## config.mk

```make
export PLATFORM = sky130hd
export DESIGN_NAME = record_buffer
export DESIGN_NICKNAME = d
export VERILOG_FILES = /design/src/rtl/record_buffer.sv
export SDC_FILE = /design/constraint.sdc
export NUM_CORES = 1
export LEC_CHECK = 0
export ABC_AREA = 0
export CELL_PAD_IN_SITES_DETAIL_PLACEMENT = 0
export CELL_PAD_IN_SITES_GLOBAL_PLACEMENT = 1
export CORE_AREA = 4 4 231 233
export DETAILED_ROUTE_END_ITERATION = 7
export DIE_AREA = 0 0 235 237
export HOLD_SLACK_MARGIN = 0.05
export PLACE_DENSITY = 0.75
export SYNTH_ARGS = -nofsm -noshare
export SYNTH_HDL_FRONTEND = slang
export SYNTH_SLANG_ARGS = --single-unit
```

## constraint.sdc

```tcl
create_clock -name clk -period 10.6 [get_ports clk]
set_clock_uncertainty 0.15 [all_clocks]
set_input_delay 1.59 -clock clk [delete_from_list [all_inputs] [get_ports clk]]
set_output_delay 1.59 -clock clk [all_outputs]
set_load 0.02 [all_outputs]
```

## src/rtl/record_buffer.sv

```systemverilog
// Recorder for free-play notes: stores a take in song-ROM layout (octave/note/length)
// and serves it back through a registered indexed read port. Long idle gaps become rest entries.
module record_buffer #(
   parameter int OCT_W       = 3,
   parameter int NOTE_W      = 3,
   parameter int LEN_W       = 3,
   parameter int DEPTH       = 64,
   parameter int ADDR_W      = 6,
   parameter int REST_CYCLES = 50_000_000,
   parameter int GAP_W       = 26,
   parameter logic [LEN_W-1:0] REST_LEN = 3'd2
) (
   input  logic              clk,
   input  logic              rst_n,
   input  logic              en,
   input  logic              start,
   input  logic              stop,
   input  logic              wr_valid,
   input  logic [OCT_W-1:0]  wr_octave,
   input  logic [NOTE_W-1:0] wr_note,
   input  logic [LEN_W-1:0]  wr_length,
   input  logic [ADDR_W-1:0] rd_addr,
   output logic [OCT_W-1:0]  rd_octave,
   output logic [NOTE_W-1:0] rd_note,
   output logic [LEN_W-1:0]  rd_length,
   output logic [ADDR_W:0]   track,
   output logic              recording,
   output logic              done,
   output logic              full,
   output logic              busy
);

   localparam int ENT_W = OCT_W + NOTE_W + LEN_W;
   localparam logic [ADDR_W+1:0] DEPTH_X = (ADDR_W+2)'(DEPTH);
   localparam logic [GAP_W-1:0]  REST_X  = GAP_W'(REST_CYCLES);

   typedef enum logic [1:0] {S_IDLE, S_REC, S_DONE} state_t;

   state_t              r_state, w_state_nxt;
   logic [ADDR_W:0]     r_track, w_track_nxt;
   logic                r_first_seen, w_first_nxt;
   logic                r_busy, w_busy_nxt;
   logic [GAP_W-1:0]    r_gap, w_gap_nxt;
   logic [ENT_W-1:0]    r_pend, w_pend_nxt;
   logic [ENT_W-1:0]    r_rd;
   logic [ENT_W-1:0]    r_mem [DEPTH];

   logic                w_wr_en;
   logic [ADDR_W-1:0]   w_wr_addr;
   logic [ENT_W-1:0]    w_wr_data;
   logic                w_full;
   logic                w_room2;

   assign w_full  = (r_track == DEPTH_X[ADDR_W:0]);
   // A rest only fits when the note that follows it also has a slot.
   assign w_room2 = ({1'b0, r_track} + (ADDR_W+2)'(2)) <= DEPTH_X;

   always_comb begin
      w_state_nxt = r_state;
      w_track_nxt = r_track;
      w_first_nxt = r_first_seen;
      w_busy_nxt  = r_busy;
      w_gap_nxt   = r_gap;
      w_pend_nxt  = r_pend;
      w_wr_en     = 1'b0;
      w_wr_addr   = r_track[ADDR_W-1:0];
      w_wr_data   = r_pend;

      if (!en) begin
         w_state_nxt = S_IDLE;
         w_busy_nxt  = 1'b0;
      end else if (start) begin
         w_state_nxt = S_REC;
         w_track_nxt = '0;
         w_first_nxt = 1'b0;
         w_gap_nxt   = '0;
         w_busy_nxt  = 1'b0;
      end else if (r_state == S_REC) begin
         if (stop)
            w_state_nxt = S_DONE;
         if (r_busy) begin
            // Deferred note lands right after its rest, even on a stop edge.
            w_wr_en     = 1'b1;
            w_wr_data   = r_pend;
            w_track_nxt = r_track + (ADDR_W+1)'(1);
            w_busy_nxt  = 1'b0;
            w_gap_nxt   = '0;
         end else if (wr_valid && !w_full) begin
            w_wr_en     = 1'b1;
            w_track_nxt = r_track + (ADDR_W+1)'(1);
            w_first_nxt = 1'b1;
            w_gap_nxt   = '0;
            if (r_first_seen && (r_gap >= REST_X) && w_room2) begin
               w_wr_data  = {wr_octave, NOTE_W'(0), REST_LEN};
               w_pend_nxt = {wr_octave, wr_note, wr_length};
               w_busy_nxt = 1'b1;
            end else begin
               w_wr_data  = {wr_octave, wr_note, wr_length};
            end
         end else if (r_gap < REST_X) begin
            w_gap_nxt = r_gap + GAP_W'(1);
         end
      end
   end

   always_ff @(posedge clk or negedge rst_n) begin
      if (!rst_n) begin
         r_state      <= S_IDLE;
         r_track      <= '0;
         r_first_seen <= 1'b0;
         r_busy       <= 1'b0;
         r_gap        <= '0;
      end else begin
         r_state      <= w_state_nxt;
         r_track      <= w_track_nxt;
         r_first_seen <= w_first_nxt;
         r_busy       <= w_busy_nxt;
         r_gap        <= w_gap_nxt;
      end
   end

   always_ff @(posedge clk) begin
      r_pend <= w_pend_nxt;
      if (w_wr_en)
         r_mem[w_wr_addr] <= w_wr_data;
   end

   // Read-before-write: a same-address collision returns the old entry.
   always_ff @(posedge clk or negedge rst_n) begin
      if (!rst_n)
         r_rd <= '0;
      else
         r_rd <= r_mem[rd_addr];
   end

   assign rd_octave = r_rd[ENT_W-1 -: OCT_W];
   assign rd_note   = r_rd[LEN_W +: NOTE_W];
   assign rd_length = r_rd[LEN_W-1:0];
   assign track     = r_track;
   assign recording = (r_state == S_REC);
   assign done      = (r_state == S_DONE);
   assign full      = w_full;
   assign busy      = r_busy;

endmodule

```

==> results.md <==
- Status: finished, final reports clean
- Syn. warnings: 0
- Post-Layout Cell Count: approximately 2,100
- Filler cells: 3,848
- Cts repair resizes: 0
- WS Path Type: primary input to flip-flop
- Hold_buf cts: 0
- Clock Sinks: 631
- Syn nets: 1,369
- CP Capture Type: flip-flop
- Initial Utilization: 0.496
- Half-perimeter wire length after placement: 32.7 mm
- Period utilization: 0.448
- Placed insts: about 2,000
- Clock root buffer: clkbuf_16
- Vias: ~13,000
- Mapped Area: 25,400 sq um
- Drt pass-1 iters: 5
- Final hold vios: 0
- Power Total: 0.00515 W
- Post-route ant nets: 0
- H-tree levels: 2
- Fin. max-slew vios: 0
- NumNets Final: 1,422
- Cts bufs inserted: roughly 60
- RSZ-0062 raised after global routing: false
- PortBufs: 40
- Full die area: 55,700 sq um
- Skew-Pair Late Insertion Delay: 630 ps
- Post-Place Setup Slack: about 5200 ps
- Clock buffer depth: 3
- Synth Instances: 1,339
- Setup violators final: 0
- FMAX: 211 MHz
- DR WL/cell: 25.9 um
- Worst EP arrival: approximately 4900 ps
- Leakage: roughly 9.1 nW
- Final WL: approximately 55 mm
- GRT Util Overall: 0.199
- Reg area: between 15,000 and 20,000 sq um
- Max Cap Viol: 0
- Synth unique cells: 68
- Ports: 41
- Ant. Diodes: 0
- Largest net degree at the start of global routing: 65
- DR iter-0 viols: 1,411
- Peak supply drop: 0.120 mV
- TritonCTS clock tree: done
- Row cnt: 83
- Crit path time final: roughly 4700 ps
- Setup Buffers After CTS: 0
- EDFF count, synth: 585
- Vias in the first global route: approximately 13,000
- Via density: 6.03
- Core Area: 51,200 sq um
- First-pass GRT wire length: 83.8 mm
- Worst-path clk slew: 60 ps
- Worst Hold Class: flip-flop to flip-flop
- Area grow syn2layout: 12.1%
- Crit path max fanout: 64
- Slew @ Worst Pin: 1130 ps
- Synth Area per Inst: 19.0 sq um
- DRC Markers: 0
- Synth async-reset ratio: 0.0729
- Gpl congestion: 0.785
- Layout cells sized above 1: 0.198
- Cell Pwr Density: 181 nW/um^2
- Post-synth top flop: edfxtp_1
- Antenna violations before repair: 1
- Startpoint Class: primary input
- Setup_tns: 0 ps
- Chip Width: 235 um
- Worst Setup Slack, final: 5850 ps
- Area of the multi-input gates: 6300 sq um
- Slew margin rel.: 0.248
- Grt ovf: 0
- Seq/Total Area, Yosys: 0.738
- Seq cells post-synth: 631
- Critical Path RT: 10,700 ps
- Die height: 237 um
-- cells in the final DEF (no fill, tap or decap), types with 24 or more instances in the layout --
cell	instances
a21oi_1	24
clkbuf_16	62
clkdlybuf4s50_1	34
dfrtp_1	46
edfxtp_1	585
mux2i_1	45
mux4_2	135
nand2_1	44
nand3_1	40
nor2_1	94
o21ai_0	25
-- layout make-up --
cell class / instances / area share
Inverter: 8 / 0.00106
Clock inverter: 37 / 0.0133
Multi-Input combinational cell: 632 / 0.222
Tap cell: 680 / 0.0299
Sequential cell: 631 / 0.658
Clock buffer: 78 / 0.0580
Timing Repair Buffer: 58 / 0.0183
-- state kept, by name (all words and copies together) (netlist names) --
name          flops
r_first_seen      1
r_state           2
r_gap            26
r_rd              9
track             7
r_mem           576
r_pend            9
busy              1
-- critical path: stages --
cell             delay, ps
clkdlybuf4s50_1        600
nor2b_1                370
nand2_2                270
nor2_1                 180
o311a_1                830
a211o_2                950
-- cell families (layout without fill, tap and decap cells) --
kind of cell               count (synthesis)  after routing  share of synthesized area
adders and majority gates                  9              9                    0.00444
and+or+nand+nor                          280            280                     0.0549
DFF                                      631            631                      0.738
AOI/OAI and AO/OA                        143            143                     0.0419
xor gates and xnor gates                   9              9                    0.00311
buffers and inverters                     76            181                     0.0155
muxes                                    191            191                      0.142
-- worst paths after layout --
check	to	from	cells after the start	slack, ps
max	r_mem[62][1]	en	6	5850
max in group asynchronous	r_rd[3]	rst_n	2	8900
min	r_first_seen	r_first_seen	2	390
min in group asynchronous	busy	rst_n	2	950
max reg2reg	r_mem[62][1]	track[0]	8	6040
min reg2reg	r_first_seen	r_first_seen	2	390
-- Yosys cell counts, drive strengths merged (6+ instances only) --
library cell	number	area [sq um]
edfxtp	585	17600
mux4	135	3040
nor2	99	372
dfrtp	46	1150
buf	45	277
mux2i	45	450
nand2	45	171
nand3	40	200
o21ai	27	150
a21oi	25	129
clkbuf	23	86.3
nor2b	18	113
a22oi	17	128
o211ai	15	113
nand2b	12	75.1
mux2	11	124
and3	10	65.1
nor3	10	50.1
or4	10	75.1
ha	9	113
a221oi	8	70.1
a31oi	8	65.1
inv	8	30.0
nand4	6	52.6
o22ai	6	37.5
-- report_power, final --
part           internal, W  leakage, nW  switching (W)
clock network      0.00127        0.996       0.000906
logic            0.0000966         2.28       0.000164
registers          0.00270         5.87      0.0000122
total              0.00407         9.15        0.00108
-- metrics by stage --
step	area [sq um]	hold slack, ps	utilization
after floorplan	25400	306	-
after global placement	26400	341	0.516
after detailed placement	26400	368	0.516
after CTS	28500	385	0.556
after global routing	28500	430	0.556
final	28500	394	0.556
-- layer usage --
metal | GRT usage | routed length, um
met5 | 0 | 16
met4 | 0.0480 | 1160
met3 | 0.0431 | 4150
met2 | 0.314 | 26200
met1 | 0.289 | 23500
(Power assumes the default switching activity.)
